$ cat config.mk
export PLATFORM = sky130hd
export DESIGN_NAME = uart_rx_frame_sampler
export DESIGN_NICKNAME = d
export VERILOG_FILES = /design/src/rtl/uart_rx_frame_sampler.sv
export SDC_FILE = /design/constraint.sdc
export NUM_CORES = 1
export LEC_CHECK = 0
export ABC_AREA = 1
export BUFFER_PORTS_ARGS = -buffer_cell sky130_fd_sc_hd__buf_4
export CAP_MARGIN = 20
export CELL_PAD_IN_SITES_DETAIL_PLACEMENT = 0
export CELL_PAD_IN_SITES_GLOBAL_PLACEMENT = 1
export CORE_MARGIN = 8
export CORE_UTILIZATION = 41
export DETAILED_ROUTE_END_ITERATION = 16
export PLACE_DENSITY = 0.75
export SYNTH_ARGS = -nofsm -noshare
export SYNTH_HDL_FRONTEND = slang
export SYNTH_SLANG_ARGS = --single-unit
$ cat constraint.sdc
create_clock -name clk -period 1.9 [get_ports clk]
set_input_delay 0.475 -clock clk [delete_from_list [all_inputs] [get_ports clk]]
set_output_delay 0.475 -clock clk [all_outputs]
set_load 0.005 [all_outputs]
$ cat src/rtl/uart_rx_frame_sampler.sv
// UART receive framer: oversamples the synchronised RX line, majority-votes each bit and
// delivers LSB-first frames through a single-entry valid/ready buffer with error pulses.
module uart_rx_frame_sampler #(
    parameter int DATA_BITS  = 8,
    parameter int OVERSAMPLE = 8,
    parameter int PARITY     = 0
) (
    input  logic                 clk,
    input  logic                 reset,
    input  logic                 rx_sync,
    input  logic                 sample_tick,
    output logic                 out_valid,
    input  logic                 out_ready,
    output logic [DATA_BITS-1:0] out_payload,
    output logic                 err_frame,
    output logic                 err_parity,
    output logic                 err_overrun,
    output logic                 busy
);
    localparam int TW = $clog2(OVERSAMPLE);
    localparam int BW = $clog2(DATA_BITS + 1);
    localparam int M  = OVERSAMPLE / 2;
    localparam logic [TW-1:0] TICK_S0   = TW'(M - 1);
    localparam logic [TW-1:0] TICK_S1   = TW'(M);
    localparam logic [TW-1:0] TICK_DEC  = TW'(M + 1);
    localparam logic [TW-1:0] TICK_LAST = TW'(OVERSAMPLE - 1);
    localparam logic [BW-1:0] BIT_LAST  = BW'(DATA_BITS - 1);

    typedef enum logic [2:0] {IDLE, START, DATA, PAR, STOP} state_t;

    state_t               state, state_next;
    logic [TW-1:0]        tick_cnt;
    logic [BW-1:0]        bit_cnt;
    logic [DATA_BITS-1:0] shift_reg;
    logic [1:0]           samp;
    logic                 par_bad;
    logic                 vote, decide, wrap;
    logic                 frame_done, take, load, buf_free;

    // The live line is the third vote, so the decision lands on the M+1 tick itself.
    assign vote   = (samp[0] & samp[1]) | (samp[0] & rx_sync) | (samp[1] & rx_sync);
    assign decide = sample_tick && (tick_cnt == TICK_DEC);
    assign wrap   = sample_tick && (tick_cnt == TICK_LAST);

    always_ff @(posedge clk) begin
        if (reset)
            state <= IDLE;
        else if (sample_tick)
            state <= state_next;
    end

    always_comb begin
        state_next = state;
        case (state)
            IDLE:  if (sample_tick && !rx_sync) state_next = START;
            START: begin
                if (decide && vote)
                    state_next = IDLE;
                else if (wrap)
                    state_next = DATA;
            end
            DATA:  if (wrap && bit_cnt == BIT_LAST) state_next = (PARITY != 0) ? PAR : STOP;
            PAR:   if (wrap) state_next = STOP;
            STOP:  if (decide) state_next = IDLE;
            default: state_next = IDLE;
        endcase
    end

    always_comb begin
        busy       = (state != IDLE);
        frame_done = (state == STOP) && decide;
        take       = out_valid && out_ready;
        buf_free   = !out_valid || take;
        load       = frame_done && vote && !par_bad && buf_free;
    end

    always_ff @(posedge clk) begin
        if (reset) begin
            tick_cnt  <= '0;
            bit_cnt   <= '0;
            shift_reg <= '0;
            samp      <= '0;
            par_bad   <= 1'b0;
        end else if (sample_tick) begin
            if (state == IDLE) begin
                tick_cnt <= rx_sync ? '0 : TW'(1);
                bit_cnt  <= '0;
                par_bad  <= 1'b0;
            end else begin
                if (state_next == IDLE || wrap)
                    tick_cnt <= '0;
                else
                    tick_cnt <= tick_cnt + TW'(1);
                if (tick_cnt == TICK_S0)
                    samp[0] <= rx_sync;
                if (tick_cnt == TICK_S1)
                    samp[1] <= rx_sync;
                if (state == DATA && decide)
                    shift_reg <= {vote, shift_reg[DATA_BITS-1:1]};
                if (state == DATA && wrap)
                    bit_cnt <= (bit_cnt == BIT_LAST) ? '0 : bit_cnt + BW'(1);
                if (state == PAR && decide)
                    par_bad <= ((^shift_reg) ^ vote) != (PARITY == 2);
            end
        end
    end

    // Errors are mutually exclusive by construction, giving at most one pulse per frame.
    always_ff @(posedge clk) begin
        if (reset) begin
            out_valid   <= 1'b0;
            out_payload <= '0;
            err_frame   <= 1'b0;
            err_parity  <= 1'b0;
            err_overrun <= 1'b0;
        end else begin
            err_frame   <= frame_done && !vote;
            err_parity  <= frame_done && vote && par_bad;
            err_overrun <= frame_done && vote && !par_bad && !buf_free;
            if (load) begin
                out_valid   <= 1'b1;
                out_payload <= shift_reg;
            end else if (take) begin
                out_valid <= 1'b0;
            end
        end
    end
endmodule
==> out/metrics.yaml, run 1 <==
drt_wl_total_um: 3780
power.leakage_uw: 0.000887
maxCapViolCount: 0
synthDominantCellAreaShare_pct: 40.2
yosys_register_bits: 33
vias_per_cell: 4.83
die_y_um: 79.3
dpl.hpwl_um: 2750
dr.pass1.iters: 4
overflow: 0
drt_iter0_drc: 106
slew_headroom_pct: 75.4
slew_violations: 0
coreArea_um2: 3910
drc: 0
fin_crit_sh_pct: 93.0
syn_inst: 229
place_area_um2: 1850
finalHoldViolations: 0
ys_types: 27
synth-seq-area-share_pct: 40.2
final_cell_area_um2: 1990
fin_util_pct: 50.7
cp-end-kind: "output port"
dieArea_um2: 6280
nets: 266
clk_pin_slew_ns: 0.07
wire_per_inst_um: 12.4
fin_crit_ns: 1.77
first_global_vias: 1377
initial_core_util_pct: 41.9
grt_pass1_wl_um: 6510
synthFlopType: "dfxtp_1"
cts_root_buffer: "clkbuf_8"
num_rows: 23
worst_slew_pin_slew_ns: 0.368
htree_num_levels: 2
path_cells: "nor2_1 -> inv_1 -> nor2_2 -> inv_2 -> buf_4"
synthTopCellsByArea: "dfxtp_1 (40%), nand2_1 (9.6%), nor2_1 (7.3%)"
cts_buffers: 5
ir_worst_vdd_v: 0.000574
max_stage_delay_ns: 0.38
outcome: "finished clean"
ctsHoldBuffers: 0
min_path_type: "reg2reg"
cts_tree: "built"
yosys_warnings: 0
antenna_found_initial: 0
report.final.setup_viol: 0
path_class: "reg2out"
cp-start-kind: "flop"
cp.required_ns: 1.42
cts_buffer_depth: 2
synth.avg_cell_area_um2: 7.17
fin_worst_skew_ns: 0.00252
grt_max_degree: 22
syn-cell-area_um2: 1640
routed-via-count: 1479
final.setup.tns_ns: 0
post-synth-top-area-cell: "dfxtp_1"
syn_nets: 240
clkSinkCount: 33
synthTopCellsByCount: "nand2_1 (42), dfxtp_1 (33), nor2_1 (32)"
clk_latency_ns: 0.29
ioPinCount: 18
ant_nets: 0
rsz0062_at_grt: "false"
synth_edf_count: 0
place_congestion: 0.817
area_growth_syn_to_layout_pct: 21.0
crit_slowest_cell: "dfxtp_1"
powerDensity_nw_per_um2: 778
critPathMaxFanout: 8
die_w_um: 79.3
worst_ep_arrival_time_ns: 1.29
drive_gt1_share_pct: 17.2
diodes: 0
numPortBuffers: 17
grt_use_total_pct: 13.0
max_clock_freq_mhz: 566
yosysMostFrequentCell: "nand2_1"
async_reset_ff_share_pct: 0
fillCellCount: 423
## layer usage
layer / GRT usage [%] / routed length, um / vias up
met5: 0 / 0 / -
met2: 20.5 / 1710 / 21
met4: 6.67 / 69 / 0
met3: 3.50 / 150 / 6
met1: 15.9 / 1850 / 658
li1: - / - / 794
## area by class of cell
class,instances,area (um2),area share [%]
tap,50,62.6,3.15
timing repair buffer,25,188,9.45
sequential,33,661,33.3
inverter,28,105,5.29
clock buffer,7,86.3,4.35
multi-input combinational,162,853,43.0
clock inverter,1,30.0,1.51
## repair_timing
action,CTS,global route
setup buffers,0,2
setup endpoints to repair,0,6
resized for setup,0,1
## power by group
part           total [uW]  switching, uW  internal (uW)
combinational         136           84.6           51.3
sequential            721           16.8            704
clock                 688            261            428
total                1540            362           1180
## worst paths after layout
| check | start | to | slack (ns) | cells past startpoint |
|---|---|---|---|---|
| setup / recovery | state[0]$_SDFFE_PP0P_ | busy | 0.13 | 5 |
| hold / removal | out_payload[2]$_SDFFE_PP0P_ | out_payload[2]$_SDFFE_PP0P_ | 0.47 | 2 |
| setup reg to reg | tick_cnt[0]$_SDFFE_PP0P_ | bit_cnt[0]$_SDFFE_PP0P_ | 0.18 | 7 |
| hold reg to reg | out_payload[2]$_SDFFE_PP0P_ | out_payload[2]$_SDFFE_PP0P_ | 0.47 | 2 |
## cell usage in the layout, fill, tap and decap left out, drive strengths merged
master | Yosys | routed
nor3 | 1 | 1
nor2 | 35 | 35
clkbuf | 4 | 7
nand2 | 43 | 43
o211ai | 1 | 1
a211oi | 3 | 3
xor2 | 1 | 1
inv | 28 | 28
nor4b | 1 | 1
dfxtp | 33 | 33
a21oi | 22 | 22
nand4 | 2 | 2
bufinv | 0 | 1
nor4 | 1 | 1
a22oi | 1 | 1
nand2b | 1 | 1
o21ai | 17 | 17
buf | 2 | 25
ha | 6 | 6
nand3 | 22 | 22
xnor2 | 5 | 5
## logic make-up after synthesis
logic type	Yosys count	synth area share [%]
AND/OR/NAND/NOR	106	29.1
adder cells (fa/ha/maj)	6	4.57
XOR/XNOR	6	3.20
flip-flops	33	40.2
buffers and inverters	34	7.93
AO/OA/AOI/OAI	44	14.9
## critical path: cells and delay by family, from the launching register on
kind                   cells  cell delay (ns)
and+or+nand+nor            2             0.30
buffers and inverters      3             0.33
DFF                        1             0.38
## stage by stage
stage | worst slack (ns) | instances | hold slack, ns | total power (uW)
2_1_floorplan | 0.326 | 229 | 0.450 | 826
3_3_place_gp | 0.103 | 296 | 0.453 | 869
3_5_place_dp | 0.0810 | 296 | 0.458 | 866
4_1_cts | 0.0776 | 304 | 0.470 | 1550
5_1_grt | 0.0242 | 306 | 0.487 | 1610
6_report | 0.134 | 306 | 0.469 | 1540
(Power assumes the default switching activity.)
==> run 2: changes to the inputs <==
Settings changed: RECOVER_POWER set to 50.
==> out/metrics.yaml, run 2 (synthesized netlist as in run 1, its figures left out) <==
fillCellCount: 424
fin_crit_sh_pct: 93.3
clk_pin_slew_ns: 0.07
fin_total_pwr_uw: 1550
htree_num_levels: 2
numPortBuffers: 17
cp-start-kind: "flop"
die_w_um: 79.3
ioPinCount: 18
worst_slew_pin_slew_ns: 0.368
crit-reg2reg-launch: "tick_cnt[0]$_SDFFE_PP0P_"
power.leakage_uw: 0.000873
cts_buffers: 5
drc: 0
ant_nets: 0
cp.required_ns: 1.42
dieArea_um2: 6280
critPathMaxFanout: 8
min_from: "out_payload[2]$_SDFFE_PP0P_"
rsz0062_at_grt: "false"
cp_num_buf_inv: 3
nets: 266
fin_worst_skew_ns: 0.00297
max_clock_freq_mhz: 564
drt_iter0_drc: 110
cts_root_buffer: "clkbuf_8"
outcome: "finished clean"
ctsHoldBuffers: 0
ir_worst_vdd_v: 0.000574
final_common_cell: "nand2_1"
num_rows: 23
path_class: "reg2out"
slew_headroom_pct: 75.4
dpl.hpwl_um: 2750
clk_latency_ns: 0.29
initial_core_util_pct: 41.9
min_path_type: "reg2reg"
worst_ep_arrival_time_ns: 1.30
max_stage_delay_ns: 0.38
coreArea_um2: 3910
diodes: 0
grt_max_degree: 22
die_y_um: 79.3
path_cells: "nor2_1 -> inv_1 -> nor2_2 -> inv_2 -> buf_4"
final.setup.tns_ns: 0
slew_violations: 0
finalHoldViolations: 0
fin_crit_ns: 1.77
maxCapViolCount: 0
powerDensity_nw_per_um2: 782
drive_gt1_share_pct: 16.0
wire_per_inst_um: 12.4
final_cell_mix: "nand2_1 (41), nor2_1 (33), dfxtp_1 (33), inv_1 (25), a21oi_1 (22)"
cp-end-kind: "output port"
grt_use_total_pct: 13.0
critPathTopFamily: "flip-flops"
cp-startpoint: "state[0]$_SDFFE_PP0P_"
area_growth_syn_to_layout_pct: 20.4
first_global_vias: 1377
cts_tree: "built"
grt_pass1_wl_um: 6510
dr.pass1.iters: 4
antenna_found_initial: 0
drt_wl_total_um: 3790
report.final.setup_viol: 0
clkSinkCount: 33
vias_per_cell: 4.88
overflow: 0
crit_slowest_cell: "dfxtp_1"
cts_buffer_depth: 2
routed-via-count: 1492
place_congestion: 0.817
[run 2: changes by cell type in the layout (fill, tap and decap cells not counted)]
cell	previous run	this run
clkbuf_4	0	10
clkbuf_1	1	3
o21ai_0	15	16
nor2_1	32	33
buf_4	25	13
nor2_2	2	1
o21ai_1	2	1
[run 2: area by class of cell]
cell class / instances / area (um2) / share of cell area [%]
tap: 50 / 62.6 / 3.17
timing repair buffer: 25 / 180 / 9.12
clock buffer: 7 / 86.3 / 4.37
sequential: 33 / 661 / 33.4
inverter: 28 / 105 / 5.32
multi-input combinational: 162 / 851 / 43.1
clock inverter: 1 / 30.0 / 1.52
[run 2: per-layer routing]
layer	GRT usage, %	share of wire, %	vias up
met5	0	0	-
met4	6.67	1.8	0
met3	3.50	4.0	6
met2	20.5	45	28
met1	15.9	49	664
li1	-	-	794
[run 2: repair_timing]
action | CTS | global route
endpoints found under the hold margin | 0 | 0
buffers inserted | 0 | 2
resized for setup | 0 | 1
endpoints found under the setup margin | 0 | 6
[run 2: power breakdown]
group          total, uW  switching, uW  internal [uW]
Combinational        135           84.2           51.2
Clock                690            262            428
Sequential           721           17.0            704
[run 2: stage by stage]
stage	worst slack [ns]	area [um2]	hold WS (ns)	cells	utilization, %
final	0.128	1980	0.467	306	50.5
after global routing	0.0242	1980	0.485	306	50.5
after CTS	0.0776	1970	0.470	304	50.3
after detailed placement	0.0810	1850	0.458	296	47.3
after global placement	0.103	1850	0.453	296	47.3
after floorplan	0.326	1640	0.450	229	-
[run 2: path summary, 6_finish.rpt]
check | to | slack (ns) | cells after the start
worst max-delay path | busy | 0.13 | 5
worst min-delay path | out_payload[2]$_SDFFE_PP0P_ | 0.47 | 2
worst max register to register | bit_cnt[0]$_SDFFE_PP0P_ | 0.18 | 7
worst min register to register | out_payload[2]$_SDFFE_PP0P_ | 0.47 | 2
[run 2: worst reg2reg max path: stages (launching register included)]
cell and delay (ns):
dfxtp_1 0.40, ha_1 0.20, ha_1 0.16, nand2_2 0.15, a211oi_4 0.35, buf_4 0.18
a21oi_1 0.06, a211oi_1 0.15
